[config.mk]
export PLATFORM = sky130hd
export DESIGN_NAME = uart_rx_sipo_check
export DESIGN_NICKNAME = d
export VERILOG_FILES = /design/src/rtl/uart_pkg.sv /design/src/rtl/uart_rx_sync2.sv /design/src/rtl/uart_rx_sipo_check.sv
export SDC_FILE = /design/constraint.sdc
export NUM_CORES = 1
export LEC_CHECK = 0
export CAP_MARGIN = 20
export CORE_MARGIN = 4
export CORE_UTILIZATION = 45
export CTS_CLUSTER_SIZE = 8
export DETAILED_ROUTE_END_ITERATION = 6
export PLACE_DENSITY = 0.78
export SETUP_SLACK_MARGIN = 0.2
export SYNTH_ARGS = -nofsm -noshare
export SYNTH_HDL_FRONTEND = slang
export SYNTH_SLANG_ARGS = --single-unit
[constraint.sdc]
create_clock -name clk -period 2.6 [get_ports clk]
set_input_delay 0.52 -clock clk [delete_from_list [all_inputs] [get_ports clk]]
set_output_delay 0.52 -clock clk [all_outputs]
set_load 0.02 [all_outputs]
[src/rtl/uart_pkg.sv]
// uart_pkg: phase encoding, defaults and parity helper shared
// by the UART RX receive datapath files.
package uart_pkg;

  typedef enum logic [2:0] {
    IDLE   = 3'd0,
    DATA   = 3'd1,
    PARITY = 3'd2,
    STOP   = 3'd3,
    DONE   = 3'd4
  } phase_t;

  localparam int unsigned DEF_DATA_BITS = 8;
  localparam bit PAR_EVEN = 1'b0;
  localparam bit PAR_ODD  = 1'b1;

  // data is zero-extended to the widest legal frame
  function automatic logic parity_calc(
    input logic [8:0] data,
    input logic       odd,
    input logic       par
  );
    return (^data) ^ odd ^ par;
  endfunction

endpackage

[src/rtl/uart_rx_sync2.sv]
// uart_rx_sync2: two-flop synchronizer for the serial line,
// resets to the idle (mark) level.
module uart_rx_sync2 (
  input  logic clk,
  input  logic nrst,
  input  logic d,
  output logic q
);

  logic [1:0] r_sync;

  always_ff @(posedge clk) begin
    if (nrst) begin
      r_sync <= 2'b11;
    end else begin
      r_sync <= {r_sync[0], d};
    end
  end

  assign q = r_sync[1];

endmodule

[src/rtl/uart_rx_sipo_check.sv]
// uart_rx_sipo_check: UART RX shift-in, bit count and frame check.
// Define UART_RX_SYNC_EN to pass rx through a 2-flop synchronizer.
module uart_rx_sipo_check
  import uart_pkg::*;
#(
  parameter int unsigned DATA_BITS  = DEF_DATA_BITS,
  parameter bit          PARITY_ODD = PAR_EVEN
) (
  input  logic                 clk,
  input  logic                 nrst,
  input  logic                 rx,
  input  logic                 baud_tick,
  input  logic                 sipo_en,
  input  logic                 rx_flag_clr,
  output logic [DATA_BITS-1:0] rx_data,
  output logic                 count_bits,
  output logic                 pkg_done,
  output logic                 parity_err,
  output logic                 frame_err,
  output logic                 busy
);

  localparam int unsigned CW = $clog2(DATA_BITS + 1);
  localparam logic [CW-1:0] LAST = CW'(DATA_BITS - 1);

  phase_t               r_phase;
  phase_t               w_phase_nxt;
  logic [CW-1:0]        r_cnt;
  logic [DATA_BITS-1:0] r_shift;
  logic [DATA_BITS-1:0] r_rx_data;
  logic                 r_par;
  logic                 r_stop;
  logic                 r_count_bits;
  logic                 r_pkg_done;
  logic                 r_parity_err;
  logic                 r_frame_err;
  logic                 w_rx;
  logic                 w_shift_en;
  logic                 w_last;
  logic                 w_par_cap;
  logic                 w_stop_cap;
  logic                 w_perr;

`ifdef UART_RX_SYNC_EN
  uart_rx_sync2 u_sync (
    .clk  (clk),
    .nrst (nrst),
    .d    (rx),
    .q    (w_rx)
  );
`else
  assign w_rx = rx;
`endif

  always_ff @(posedge clk) begin
    if (nrst) begin
      r_phase <= IDLE;
    end else begin
      r_phase <= w_phase_nxt;
    end
  end

  always_comb begin
    w_phase_nxt = r_phase;
    w_shift_en  = 1'b0;
    w_last      = 1'b0;
    w_par_cap   = 1'b0;
    w_stop_cap  = 1'b0;
    unique case (r_phase)
      IDLE: begin
        if (sipo_en && baud_tick) begin
          w_shift_en  = 1'b1;
          w_phase_nxt = DATA;
        end
      end
      DATA: begin
        if (!sipo_en) begin
          w_phase_nxt = IDLE;
        end else if (baud_tick) begin
          w_shift_en = 1'b1;
          if (r_cnt == LAST) begin
            w_last      = 1'b1;
            w_phase_nxt = PARITY;
          end
        end
      end
      PARITY: begin
        if (!sipo_en) begin
          w_phase_nxt = IDLE;
        end else if (baud_tick) begin
          w_par_cap   = 1'b1;
          w_phase_nxt = STOP;
        end
      end
      STOP: begin
        if (baud_tick) begin
          w_stop_cap  = 1'b1;
          w_phase_nxt = DONE;
        end
      end
      DONE: begin
        w_phase_nxt = IDLE;
      end
      default: begin
        w_phase_nxt = IDLE;
      end
    endcase
  end

  assign w_perr = parity_calc(9'(r_shift), PARITY_ODD, r_par);

  always_ff @(posedge clk) begin
    if (nrst) begin
      r_cnt        <= '0;
      r_shift      <= '0;
      r_par        <= 1'b0;
      r_stop       <= 1'b0;
      r_rx_data    <= '0;
      r_count_bits <= 1'b0;
      r_pkg_done   <= 1'b0;
      r_parity_err <= 1'b0;
      r_frame_err  <= 1'b0;
    end else begin
      r_count_bits <= w_last;
      r_pkg_done   <= (r_phase == DONE);
      if (w_shift_en) begin
        r_shift <= {w_rx, r_shift[DATA_BITS-1:1]};
      end
      if (w_phase_nxt == IDLE) begin
        r_cnt <= '0;
      end else if (w_shift_en) begin
        r_cnt <= r_cnt + 1'b1;
      end
      if (w_par_cap) begin
        r_par <= w_rx;
      end
      if (w_stop_cap) begin
        r_stop <= w_rx;
      end
      // a fresh frame result beats a same-cycle clear
      if (r_phase == DONE) begin
        r_rx_data    <= r_shift;
        r_parity_err <= w_perr;
        r_frame_err  <= ~r_stop;
      end else if (rx_flag_clr) begin
        r_parity_err <= 1'b0;
        r_frame_err  <= 1'b0;
      end
    end
  end

  assign rx_data    = r_rx_data;
  assign count_bits = r_count_bits;
  assign pkg_done   = r_pkg_done;
  assign parity_err = r_parity_err;
  assign frame_err  = r_frame_err;
  assign busy       = (r_phase != IDLE);

endmodule

==> impl_results.rst <==
.. list-table::
   :header-rows: 1

   * - Metric
     - Value
   * - Area grow syn2layout
     - 20.32%
   * - Source of the worst hold timing path
     - rx_data[3]
   * - Initial drt markers
     - 32
   * - Leading register cell type out of synthesis
     - dfxtp_1
   * - Max-capacitance violation count
     - 0
   * - Transition time at the pin with the least slew margin
     - 0.6047 ns
   * - Worst-case clock skew
     - 0.01359 ns
   * - Chip height
     - 60.71 um
   * - Clock sink total
     - 29
   * - Final worst path period need
     - 2.271 ns
   * - Top library cells by usage in the layout, fill and taps aside
     - 36 x nand2_1, 29 x dfxtp_1, 19 x a21oi_1
   * - Worst relative slew slack
     - 59.51%
   * - Nets
     - 164
   * - Fmax achieved
     - 440.4 MHz
   * - Share of final-layout standard cells stronger than drive strength 1
     - 10.76%
   * - Critical R2R Capture
     - parity_err
   * - Cell count after placement
     - 180
   * - Overall power consumption
     - a little under 0.9 mW
   * - CP Class
     - reg -> out
   * - Number of non-filler instances in the completed layout
     - 188
   * - Width of the die
     - 60.71 um
   * - Clock latency at the later pin of the worst-skew pair
     - 0.32 ns
   * - CP required
     - roughly 2.1 ns
   * - Number of buffers between clock root and the deepest sink
     - 2
   * - Die outline area
     - between 3000 and 4000 sq um
   * - TritonCTS clock tree
     - built
   * - CP arrival
     - approximately 1.8 ns
   * - Maximum VDD drop
     - 0.4951 mV
   * - Portion of the post-synthesis area used by sequential elements
     - 46.45%
   * - Worst setup slack after placement
     - 0.6587 ns
   * - Post-CTS Setup Bufs
     - 0
   * - Unrepaired setup endpoints after global routing
     - no
   * - Standard cell with the maximum stage delay on the critical path
     - clkdlybuf4s50_1
   * - Yosys reg bits
     - 29
   * - Count of cells along the worst hold path
     - 2
   * - Drt total wl
     - approximately 2.2 mm
   * - Clock root buffer master
     - clkbuf_4
   * - Quantity of gates resized following cts
     - 0
   * - Warnings, synthesis
     - 0
   * - Most common cell after layout, fill and taps aside
     - nand2_1
   * - Via count of the first global-routing pass
     - 857
   * - Highest fanout seen on the critical path
     - 9
   * - Final weighted congestion of routability-driven global placement
     - 0.8857
   * - Average routed wire per standard cell
     - around 12 um
   * - Crit share post-route
     - 87.33%
   * - Overall Global Routing Usage
     - 14.11%
   * - CTS H-tree depth
     - 2
   * - Worst setup slack for register-to-register paths
     - 1.13 ns
   * - Starting utilization of the core area
     - between 40% and 50%
   * - Total power density per cell area
     - roughly 580 nW/um^2
   * - Final worst-path setup slack
     - 0.3293 ns
   * - Clock transition at the registers of the reported paths
     - 0.09 ns
   * - Maximum number of pins on one net before global-route repair
     - 18
   * - Area of the core
     - between 2000 and 3000 sq um
   * - Final number of hold-violating endpoints
     - 0
   * - Number of antenna violations at the first check in global routing
     - 0
   * - Mapped Cells
     - 138
   * - Final setup violation count
     - 0
   * - Io pins
     - 19
   * - Fraction of registers with async set or reset after synthesis
     - 0%
   * - Row count
     - 18
   * - Leakage power
     - 0.5466 nW
   * - Number of remaining DRC errors
     - 0
   * - Number of vias per cell after detailed routing
     - 5.245
   * - HPWL after DPL
     - between 1.5 and 2 mm
   * - Wire length of the first global-routing pass
     - between 3 and 4 mm
   * - Number of vias in the routed layout
     - roughly 990
   * - Syn nets
     - 145
   * - R2r worst-path depth
     - 4
   * - Max-slew violation count
     - 0
   * - Number of search-and-repair iterations in the first detailed-routing pass
     - 4
   * - Cell area after synthesis
     - 1250 sq um
   * - Cell Chain, Critical Path
     - or3_2 -> clkdlybuf4s50_1
   * - Run status
     - finished, final reports clean
   * - Overall overflow remaining after global route
     - 0
   * - Launching element type of the critical path
     - register
   * - Number of enable flip-flop cells after synthesis
     - 0
   * - Critical path's largest stage delay
     - 0.55 ns
   * - Number of CTS-inserted buffers
     - 5
   * - Mean Syn Cell Area
     - 9.058 sq um
   * - FF-to-FF Start
     - r_phase[2]
   * - Distinct cells, synth
     - 33
   * - Quantity of I/O buffers inserted on ports
     - 18
   * - Worst hold slack across all endpoints
     - 0.4582 ns
   * - Antenna-violating nets left
     - 0
   * - Min-delay worst type
     - reg -> reg
   * - Final antenna diode count
     - 0
   * - Aggregate negative setup slack
     - 0 ns
   * - Number of buffers inserted by hold repair at cts
     - 0
   * - Hold-critical path endpoint
     - rx_data[3]
   * - Type of element capturing the critical path
     - output port
==> synth_stat cells, types with 2 or more instances <==
master    count  share of area (%)
buf_6         3                2.7
buf_4         2                1.2
xor2_1        4                2.8
nand3b_1      3                1.8
nor3_1        2               0.80
mux2i_1       2                1.6
and4bb_2      2                2.0
nor2_1        8                2.4
nand2_1      36                 11
nand2b_1      2                1.0
dfxtp_1      29                 46
xnor2_1       4                2.8
nand3_1       2               0.80
a21oi_1      19                7.6
clkbuf_1      2               0.60
==> flip-flops by register name, indices dropped and copies added, names as in the netlist <==
name / flops
count_bits: 1
frame_err: 1
r_shift: 8
pkg_done: 1
parity_err: 1
r_par: 1
rx_data: 8
r_cnt: 4
r_phase: 3
r_stop: 1
==> worst max-delay path: cells and delay by family (launching register included) <==
kind / cells / cell delay, ns
flops: 1 / 0.39
simple gates: 1 / 0.49
buf+inv: 1 / 0.55
==> where the power goes <==
group          internal, mW  switching [mW]  leakage (nW)  total, mW
sequential            0.446         0.00361         0.234      0.450
combinational        0.0185          0.0220         0.267     0.0404
clock                 0.230           0.153        0.0455      0.382
==> how the worst max path moves through the flow <==
stage	startpoint	to	slack, ns	depth (start not counted)
after global routing	r_phase[0]	busy	0.26	2
after floorplan	r_phase[1]	busy	1.15	2
after detailed placement	baud_tick	r_cnt[3]	0.66	5
after CTS	r_phase[0]	busy	0.32	2
final	r_phase[2]	busy	0.33	2
after global placement	r_phase[0]	busy	0.70	2
==> per-layer routing <==
layer  global-route usage [%]  up-vias  wire length, um
li1                         -      508                -
met1                    17.02      454             1076
met3                    5.745        6               80
met4                    9.288        0               58
met2                    20.61       18              977
met5                        0        -                0
==> cell type report <==
class,instances,area (sq um)
repair buffers,19,187.7
fillers,242,1064
clock buffers,7,55.05
well taps,30,37.54
multi-input cells,102,613.1
flip-flops and latches,29,580.6
clock inverters,1,30.03
==> stage by stage <==
| step | utilization [%] | area, sq um |
|---|---|---|
| 2_1_floorplan | - | 1250 |
| 3_3_place_gp | 55.26 | 1419 |
| 3_5_place_dp | 55.26 | 1419 |
| 4_1_cts | 58.58 | 1504 |
| 5_1_grt | 58.58 | 1504 |
| 6_report | 58.58 | 1504 |
==> cell families after synthesis <==
kind of cell	share of synthesized area, %
AO/OA/AOI/OAI	10.31
XOR/XNOR	7.407
adder cells (fa/ha/maj)	1.001
buffers and inverters	4.504
flip-flops	46.45
multiplexers	1.602
AND/OR/NAND/NOR	28.73
No activity file was read; power rests on OpenSTA's default activity.
